File: src/rtl/alu_issue_seq_pkg.sv
// Shared ALU control codes, MIPS opcode/funct values and sequencer state encoding.
package alu_issue_seq_pkg;

   localparam logic [3:0] ALU_AND  = 4'b0000;
   localparam logic [3:0] ALU_OR   = 4'b0001;
   localparam logic [3:0] ALU_ADDU = 4'b0010;
   localparam logic [3:0] ALU_XOR  = 4'b0011;
   localparam logic [3:0] ALU_NOT  = 4'b0100;
   localparam logic [3:0] ALU_SLT  = 4'b0101;
   localparam logic [3:0] ALU_SUBU = 4'b0110;
   localparam logic [3:0] ALU_ADD  = 4'b1010;
   localparam logic [3:0] ALU_NOR  = 4'b1100;
   localparam logic [3:0] ALU_SLL  = 4'b1101;
   localparam logic [3:0] ALU_SUB  = 4'b1110;
   localparam logic [3:0] ALU_SLTU = 4'b1111;

   localparam logic [5:0] OP_RTYPE = 6'h00;
   localparam logic [5:0] OP_ADDI  = 6'h08;
   localparam logic [5:0] OP_ADDIU = 6'h09;
   localparam logic [5:0] OP_SLTI  = 6'h0A;
   localparam logic [5:0] OP_SLTIU = 6'h0B;
   localparam logic [5:0] OP_ANDI  = 6'h0C;
   localparam logic [5:0] OP_ORI   = 6'h0D;
   localparam logic [5:0] OP_XORI  = 6'h0E;

   localparam logic [5:0] FN_SLL  = 6'h00;
   localparam logic [5:0] FN_ADD  = 6'h20;
   localparam logic [5:0] FN_ADDU = 6'h21;
   localparam logic [5:0] FN_SUB  = 6'h22;
   localparam logic [5:0] FN_SUBU = 6'h23;
   localparam logic [5:0] FN_AND  = 6'h24;
   localparam logic [5:0] FN_OR   = 6'h25;
   localparam logic [5:0] FN_XOR  = 6'h26;
   localparam logic [5:0] FN_NOR  = 6'h27;
   localparam logic [5:0] FN_SLT  = 6'h2A;
   localparam logic [5:0] FN_SLTU = 6'h2B;

   typedef enum logic [1:0] {
      ST_IDLE = 2'd0,
      ST_EXEC = 2'd1,
      ST_RESP = 2'd2
   } state_t;

endpackage

File: src/rtl/alu_issue_seq_op_decode.sv
// Combinational decode: opcode/funct -> ALU control, operands, legality and flag-mask bits.
module alu_op_decode
   import alu_issue_seq_pkg::*;
#(
   parameter int DATA_W = 32,
   parameter int IMM_W  = 16
) (
   input  logic [5:0]        opcode_i,
   input  logic [5:0]        funct_i,
   input  logic [4:0]        shamt_i,
   input  logic [IMM_W-1:0]  imm_i,
   input  logic [DATA_W-1:0] rs_i,
   input  logic [DATA_W-1:0] rt_i,
   output logic [3:0]        cntl_o,
   output logic [DATA_W-1:0] a_o,
   output logic [DATA_W-1:0] b_o,
   output logic              illegal_o,
   output logic              c_en_o,
   output logic              v_en_o,
   output logic              ovf_en_o
);

   logic [DATA_W-1:0] simm;
   logic [DATA_W-1:0] zimm;

   assign simm = {{(DATA_W-IMM_W){imm_i[IMM_W-1]}}, imm_i};
   assign zimm = {{(DATA_W-IMM_W){1'b0}}, imm_i};

   always_comb begin
      cntl_o    = ALU_AND;
      a_o       = rs_i;
      b_o       = rt_i;
      illegal_o = 1'b0;
      case (opcode_i)
         OP_RTYPE: begin
            case (funct_i)
               FN_ADD:  cntl_o = ALU_ADD;
               FN_ADDU: cntl_o = ALU_ADDU;
               FN_SUB:  cntl_o = ALU_SUB;
               FN_SUBU: cntl_o = ALU_SUBU;
               FN_AND:  cntl_o = ALU_AND;
               FN_OR:   cntl_o = ALU_OR;
               FN_XOR:  cntl_o = ALU_XOR;
               FN_NOR:  cntl_o = ALU_NOR;
               FN_SLT:  cntl_o = ALU_SLT;
               FN_SLTU: cntl_o = ALU_SLTU;
               FN_SLL: begin
                  // The ALU only shifts by one, so any other shamt is unsupported.
                  cntl_o    = ALU_SLL;
                  a_o       = rt_i;
                  b_o       = '0;
                  illegal_o = (shamt_i != 5'd1);
               end
               default: illegal_o = 1'b1;
            endcase
         end
         OP_ADDI:  begin cntl_o = ALU_ADD;  b_o = simm; end
         OP_ADDIU: begin cntl_o = ALU_ADDU; b_o = simm; end
         OP_SLTI:  begin cntl_o = ALU_SLT;  b_o = simm; end
         OP_SLTIU: begin cntl_o = ALU_SLTU; b_o = simm; end
         OP_ANDI:  begin cntl_o = ALU_AND;  b_o = zimm; end
         OP_ORI:   begin cntl_o = ALU_OR;   b_o = zimm; end
         OP_XORI:  begin cntl_o = ALU_XOR;  b_o = zimm; end
         default:  illegal_o = 1'b1;
      endcase
   end

   assign v_en_o   = (cntl_o == ALU_ADDU) || (cntl_o == ALU_SUBU) ||
                     (cntl_o == ALU_ADD)  || (cntl_o == ALU_SUB);
   assign c_en_o   = v_en_o || (cntl_o == ALU_SLL);
   assign ovf_en_o = (cntl_o == ALU_ADD) || (cntl_o == ALU_SUB);

endmodule

File: src/rtl/alu_issue_seq.sv
// Issue sequencer for the combinational ALU: IDLE -> EXEC -> RESP, result 2 cycles after a legal accept, 1 after an illegal one.
// in_ready only in IDLE; the response is held stable until res_ready, so at most one op is in flight.
module alu_issue_seq
   import alu_issue_seq_pkg::*;
#(
   parameter int DATA_W = 32,
   parameter int IMM_W  = 16
) (
   input  logic              clk,
   input  logic              reset_n,
   input  logic              in_valid,
   output logic              in_ready,
   input  logic [5:0]        in_opcode,
   input  logic [5:0]        in_funct,
   input  logic [4:0]        in_shamt,
   input  logic [DATA_W-1:0] in_rs,
   input  logic [DATA_W-1:0] in_rt,
   input  logic [IMM_W-1:0]  in_imm,
   output logic [DATA_W-1:0] alu_a,
   output logic [DATA_W-1:0] alu_b,
   output logic [3:0]        alu_cntl,
   input  logic [DATA_W-1:0] alu_out,
   input  logic              alu_c,
   input  logic              alu_n,
   input  logic              alu_z,
   input  logic              alu_v,
   output logic              res_valid,
   input  logic              res_ready,
   output logic [DATA_W-1:0] res_data,
   output logic              res_c,
   output logic              res_n,
   output logic              res_z,
   output logic              res_v,
   output logic              res_err,
   output logic              ovf_sticky,
   input  logic              clr_sticky
);

   logic [3:0]        dec_cntl;
   logic [DATA_W-1:0] dec_a;
   logic [DATA_W-1:0] dec_b;
   logic              dec_illegal, dec_c_en, dec_v_en, dec_ovf_en;

   alu_op_decode #(.DATA_W(DATA_W), .IMM_W(IMM_W)) u_dec (
      .opcode_i  (in_opcode),
      .funct_i   (in_funct),
      .shamt_i   (in_shamt),
      .imm_i     (in_imm),
      .rs_i      (in_rs),
      .rt_i      (in_rt),
      .cntl_o    (dec_cntl),
      .a_o       (dec_a),
      .b_o       (dec_b),
      .illegal_o (dec_illegal),
      .c_en_o    (dec_c_en),
      .v_en_o    (dec_v_en),
      .ovf_en_o  (dec_ovf_en)
   );

   state_t            state_q;
   logic              in_ready_q, res_valid_q, res_err_q, ovf_sticky_q;
   logic [DATA_W-1:0] alu_a_q, alu_b_q, res_data_q;
   logic [3:0]        alu_cntl_q;
   logic              res_c_q, res_n_q, res_z_q, res_v_q;
   logic              c_en_q, v_en_q, ovf_en_q;

   always_ff @(posedge clk or negedge reset_n) begin
      if (!reset_n) begin
         state_q      <= ST_IDLE;
         in_ready_q   <= 1'b0;
         alu_a_q      <= '0;
         alu_b_q      <= '0;
         alu_cntl_q   <= ALU_AND;
         res_valid_q  <= 1'b0;
         res_data_q   <= '0;
         res_c_q      <= 1'b0;
         res_n_q      <= 1'b0;
         res_z_q      <= 1'b0;
         res_v_q      <= 1'b0;
         res_err_q    <= 1'b0;
         ovf_sticky_q <= 1'b0;
         c_en_q       <= 1'b0;
         v_en_q       <= 1'b0;
         ovf_en_q     <= 1'b0;
      end else begin
         if (clr_sticky) ovf_sticky_q <= 1'b0;
         case (state_q)
            ST_IDLE: begin
               in_ready_q <= 1'b1;
               if (in_valid && in_ready_q) begin
                  in_ready_q <= 1'b0;
                  if (dec_illegal) begin
                     // ALU ports keep their previous values on an illegal op.
                     res_valid_q <= 1'b1;
                     res_err_q   <= 1'b1;
                     res_data_q  <= '0;
                     res_c_q     <= 1'b0;
                     res_n_q     <= 1'b0;
                     res_z_q     <= 1'b0;
                     res_v_q     <= 1'b0;
                     state_q     <= ST_RESP;
                  end else begin
                     alu_a_q    <= dec_a;
                     alu_b_q    <= dec_b;
                     alu_cntl_q <= dec_cntl;
                     c_en_q     <= dec_c_en;
                     v_en_q     <= dec_v_en;
                     ovf_en_q   <= dec_ovf_en;
                     state_q    <= ST_EXEC;
                  end
               end
            end
            ST_EXEC: begin
               res_valid_q <= 1'b1;
               res_err_q   <= 1'b0;
               res_data_q  <= alu_out;
               res_n_q     <= alu_n;
               res_z_q     <= alu_z;
               // Ternaries keep an undriven ALU carry/overflow out of the response.
               res_c_q     <= c_en_q ? alu_c : 1'b0;
               res_v_q     <= v_en_q ? alu_v : 1'b0;
               if (ovf_en_q && alu_v) ovf_sticky_q <= 1'b1;
               state_q     <= ST_RESP;
            end
            ST_RESP: begin
               if (res_ready) begin
                  res_valid_q <= 1'b0;
                  in_ready_q  <= 1'b1;
                  state_q     <= ST_IDLE;
               end
            end
            default: begin
               in_ready_q  <= 1'b0;
               res_valid_q <= 1'b0;
               state_q     <= ST_IDLE;
            end
         endcase
      end
   end

   assign in_ready   = in_ready_q;
   assign alu_a      = alu_a_q;
   assign alu_b      = alu_b_q;
   assign alu_cntl   = alu_cntl_q;
   assign res_valid  = res_valid_q;
   assign res_data   = res_data_q;
   assign res_c      = res_c_q;
   assign res_n      = res_n_q;
   assign res_z      = res_z_q;
   assign res_v      = res_v_q;
   assign res_err    = res_err_q;
   assign ovf_sticky = ovf_sticky_q;

endmodule

File: config.mk
export PLATFORM = sky130hd
export DESIGN_NAME = alu_issue_seq
export DESIGN_NICKNAME = d
export VERILOG_FILES = /design/src/rtl/alu_issue_seq_pkg.sv /design/src/rtl/alu_issue_seq_op_decode.sv /design/src/rtl/alu_issue_seq.sv
export SDC_FILE = /design/constraint.sdc
export NUM_CORES = 1
export LEC_CHECK = 0
export ABC_CLOCK_PERIOD_IN_PS = 4100
export BUFFER_PORTS_ARGS = -buffer_cell sky130_fd_sc_hd__buf_4
export CELL_PAD_IN_SITES_DETAIL_PLACEMENT = 2
export CELL_PAD_IN_SITES_GLOBAL_PLACEMENT = 2
export CORE_ASPECT_RATIO = 0.75
export CORE_UTILIZATION = 25
export CTS_CLUSTER_DIAMETER = 120
export CTS_CLUSTER_SIZE = 16
export DETAILED_ROUTE_END_ITERATION = 8
export PLACE_DENSITY = 0.86
export SLEW_MARGIN = 20
export SYNTH_ARGS = -nofsm -noshare
export SYNTH_HDL_FRONTEND = slang
export SYNTH_SLANG_ARGS = --single-unit
File: constraint.sdc
create_clock -name clk -period 4.1 [get_ports clk]
set_input_delay 0.82 -clock clk [delete_from_list [all_inputs] [get_ports clk]]
set_output_delay 0.82 -clock clk [all_outputs]
set_load 0.01 [all_outputs]
==> metrics.txt <==
Post-Syn Nets=between 600 and 700; drt drc=16; top_reg_cell synth=dfrtp_1; Die Area=0.0208 mm^2; fin nets=854; Post-CTS Hold Buffers=0; startpoint types=input pin; number of flops mapped to enable cells by yosys=0; worst-path maximum fanout=49; Total GRT Usage=17.5%; Finish-stage setup viols=0; antenna violations before repair=0; drt pass-1 iters=6; max-cap violations=0; Achievable Freq=353 MHz; Worst Hold Class=input pin to asynchronous set/reset pin; async set-reset flop share out of synthesis=100%; # diodes=0; Final Hold Violating Endpoints=0; detail-routed via count per cell=4.70; # resized after CTS=0; count of buffers from port buffering=245; Synth Register Bits=roughly 110; Clock Tree Root=clkbuf_16; largest net degree at the start of global routing=143; Max Slew Vio Count=0; CTS max path bufs=2; via count=4,611; maximum vdd drop=0.000205 V; fillcell total=2,159; Slew @ Worst Pin=0.955 ns; Worst EP required=4.35 ns; TritonCTS Buffers=17; htree depth=4; M1 GR Usage=between 20% and 30%; Critical R2R Launch=state_q[0]$_DFFE_PN0P_; sequential area share after synthesis=55.9%; busiest grt layer=met2; Cells after Synth=486; R2R depth=3; Static Leak=4.03 nW; Ys Warns=0; core area=0.0196 mm^2; Final period util=69.2%; setup TNS=0 ns; clk slew on worst S/H paths=0.06 ns; worst hold slack=0.427 ns; buffer count from post-CTS setup fixing=0; chip width=166 um; overall power=between 4 and 5 mW; global route total overflow=0; RSZ-0062 raised after global routing=false; GR Layer Usage met2=29.5%; FF-to-FF setup slack=2.20 ns; crit path kind=input pin to register; Pwr Density=592 mW/mm^2; die height=125 um; gp weighted congestion=0.702; worst skew pair latency=between 0.4 and 0.5 ns; Final ANT Viol Nets=0; Post-Syn Area per Cell=10.4 um^2; Worst setup EP type=register; first-pass GRT wire length=28,700 um; failing checks=DRC; layout cells sized above 1=41.7%; met3 usage=4.75%; mapped cell area=0.00506 mm^2; critical path, cell by cell=buf_4 > or4_4 > or4_2 > buf_4 > and3_1 > a21oi_1 > o21ai_0; DR WL/cell=between 15 and 20 um; CP delay by family, top=simple AND/OR/NAND/NOR gates; Final min period=between 2 and 3 ns; skew final=0.0109 ns; Routed WL=17,800 um; Clock Sink Count=113; CP bufs+invs=2; crit-path most repeated cell=buf_4; worst r2r dst=res_data[2]$_DFFE_PN0P_; TritonCTS clock tree=yes; crit path max-delay cell type=or4_2; 1st-iter DRT viols=267; HPWL Detailed=~13,000 um; synthesis-to-finish area growth=51.4%; critical path arrival=slightly above 3 ns; run status=complete, but fails checks; Distinct cells, synth=44; vias in the first global route=5,068; io pins=246; initial core utilization=25.8%; Crit path largest cell delay=0.69 ns; max_slew headroom=a little over a third; Rows=between 40 and 50
-- worst max-delay path by stage --
stage	from	to	cells past startpoint
floorplan	in_opcode[3]	alu_b[25]$_DFFE_PN0P_	8
global placement	in_opcode[3]	alu_b[7]$_DFFE_PN0P_	7
detailed placement	in_opcode[2]	alu_b[12]$_DFFE_PN0P_	7
CTS	in_opcode[2]	alu_b[7]$_DFFE_PN0P_	7
finish	in_opcode[2]	alu_b[14]$_DFFE_PN0P_	7
global route	in_opcode[2]	alu_b[10]$_DFFE_PN0P_	7
-- final cells by class --
| cell class | count | area, um^2 | share of cell area (%) |
|---|---|---|---|
| repair buffers | 251 | 1910 | 24.9 |
| well taps | 253 | 317 | 4.13 |
| clock inverters | 15 | 141 | 1.85 |
| flip-flops and latches | 113 | 2830 | 36.9 |
| inverters | 7 | 26.3 | 0.343 |
| clock buffers | 17 | 425 | 5.55 |
| multi-input cells | 326 | 2010 | 26.3 |
-- routing by layer --
| layer | share of wire, % | up-vias |
|---|---|---|
| met1 | 44 | 2275 |
| met2 | 49 | 145 |
| met5 | 0 | - |
| met4 | 0.73 | 0 |
| met3 | 6.7 | 12 |
| li1 | - | 2179 |
-- layout by cell type (no fill, tap or decap), types with 2 or more instances in the layout --
master / count
a22o_1: 34
dfrtp_1: 113
clkinvlp_4: 4
or3_1: 3
a32o_1: 2
a21oi_2: 10
mux2i_1: 33
nor3_1: 4
o211ai_1: 2
inv_6: 5
and3_1: 17
o21ai_0: 64
buf_12: 2
and2_1: 2
buf_4: 249
o21ai_1: 10
inv_8: 6
nand3_1: 2
nand2b_1: 6
nor2_1: 7
inv_1: 7
or2_2: 3
clkbuf_16: 17
a21oi_1: 29
xnor2_1: 2
o31ai_1: 2
nand2_1: 74
-- state kept, by name (all words and copies together) (netlist names) --
register	cells
alu_a	32
alu_b	32
res_data	32
alu_cntl	4
state_q	2
c_en_q	1
in_ready	1
ovf_en_q	1
ovf_sticky	1
res_c	1
res_err	1
res_n	1
res_v	1
res_valid	1
res_z	1
v_en_q	1
-- cells by family (layout without fill, tap and decap cells) --
logic type,count (synthesis),in the layout,share of synthesized area (%)
AOI/OAI and AO/OA,163,163,20.6
xor gates and xnor gates,3,3,0.519
buffers and inverters,47,290,4.48
DFF,113,113,55.9
muxes,33,33,6.53
and+or+nand+nor,127,127,12.0
-- cell usage after synthesis, drive strengths merged, types with 3 or more instances --
cell type	number	share of area [%]
a21oi	39	4.6
a22o	34	5.9
and3	17	2.1
buf	23	2.7
clkbuf	17	1.3
dfrtp	113	56
inv	7	0.52
mux2i	33	6.5
nand2	74	5.5
nand2b	6	0.74
nor2	7	0.52
nor3	4	0.40
o21ai	75	7.4
or2	3	0.37
or3	3	0.37
-- worst register-to-register path, stage by stage (launching register included) --
cell	delay, ns
dfrtp_1	0.47
nor2b_2	0.79
buf_4	0.38
a22o_1	0.20
-- per-stage QoR --
stage,utilization (%),setup slack [ns],cells,cell area (um^2)
2_1_floorplan,-,1.40,486,5060
3_3_place_gp,36.2,0.916,950,7090
3_5_place_dp,36.2,0.832,950,7090
4_1_cts,39.1,1.25,982,7660
5_1_grt,39.1,1.17,982,7660
6_report,39.1,1.26,982,7660
-- where the power goes --
group / internal (mW) / switching (mW)
sequential: 1.48 / 0.228
combinational: 0.703 / 0.686
clock: 0.806 / 0.628
total: 2.99 / 1.54
Note: power is estimated with default switching activity, not from simulation.
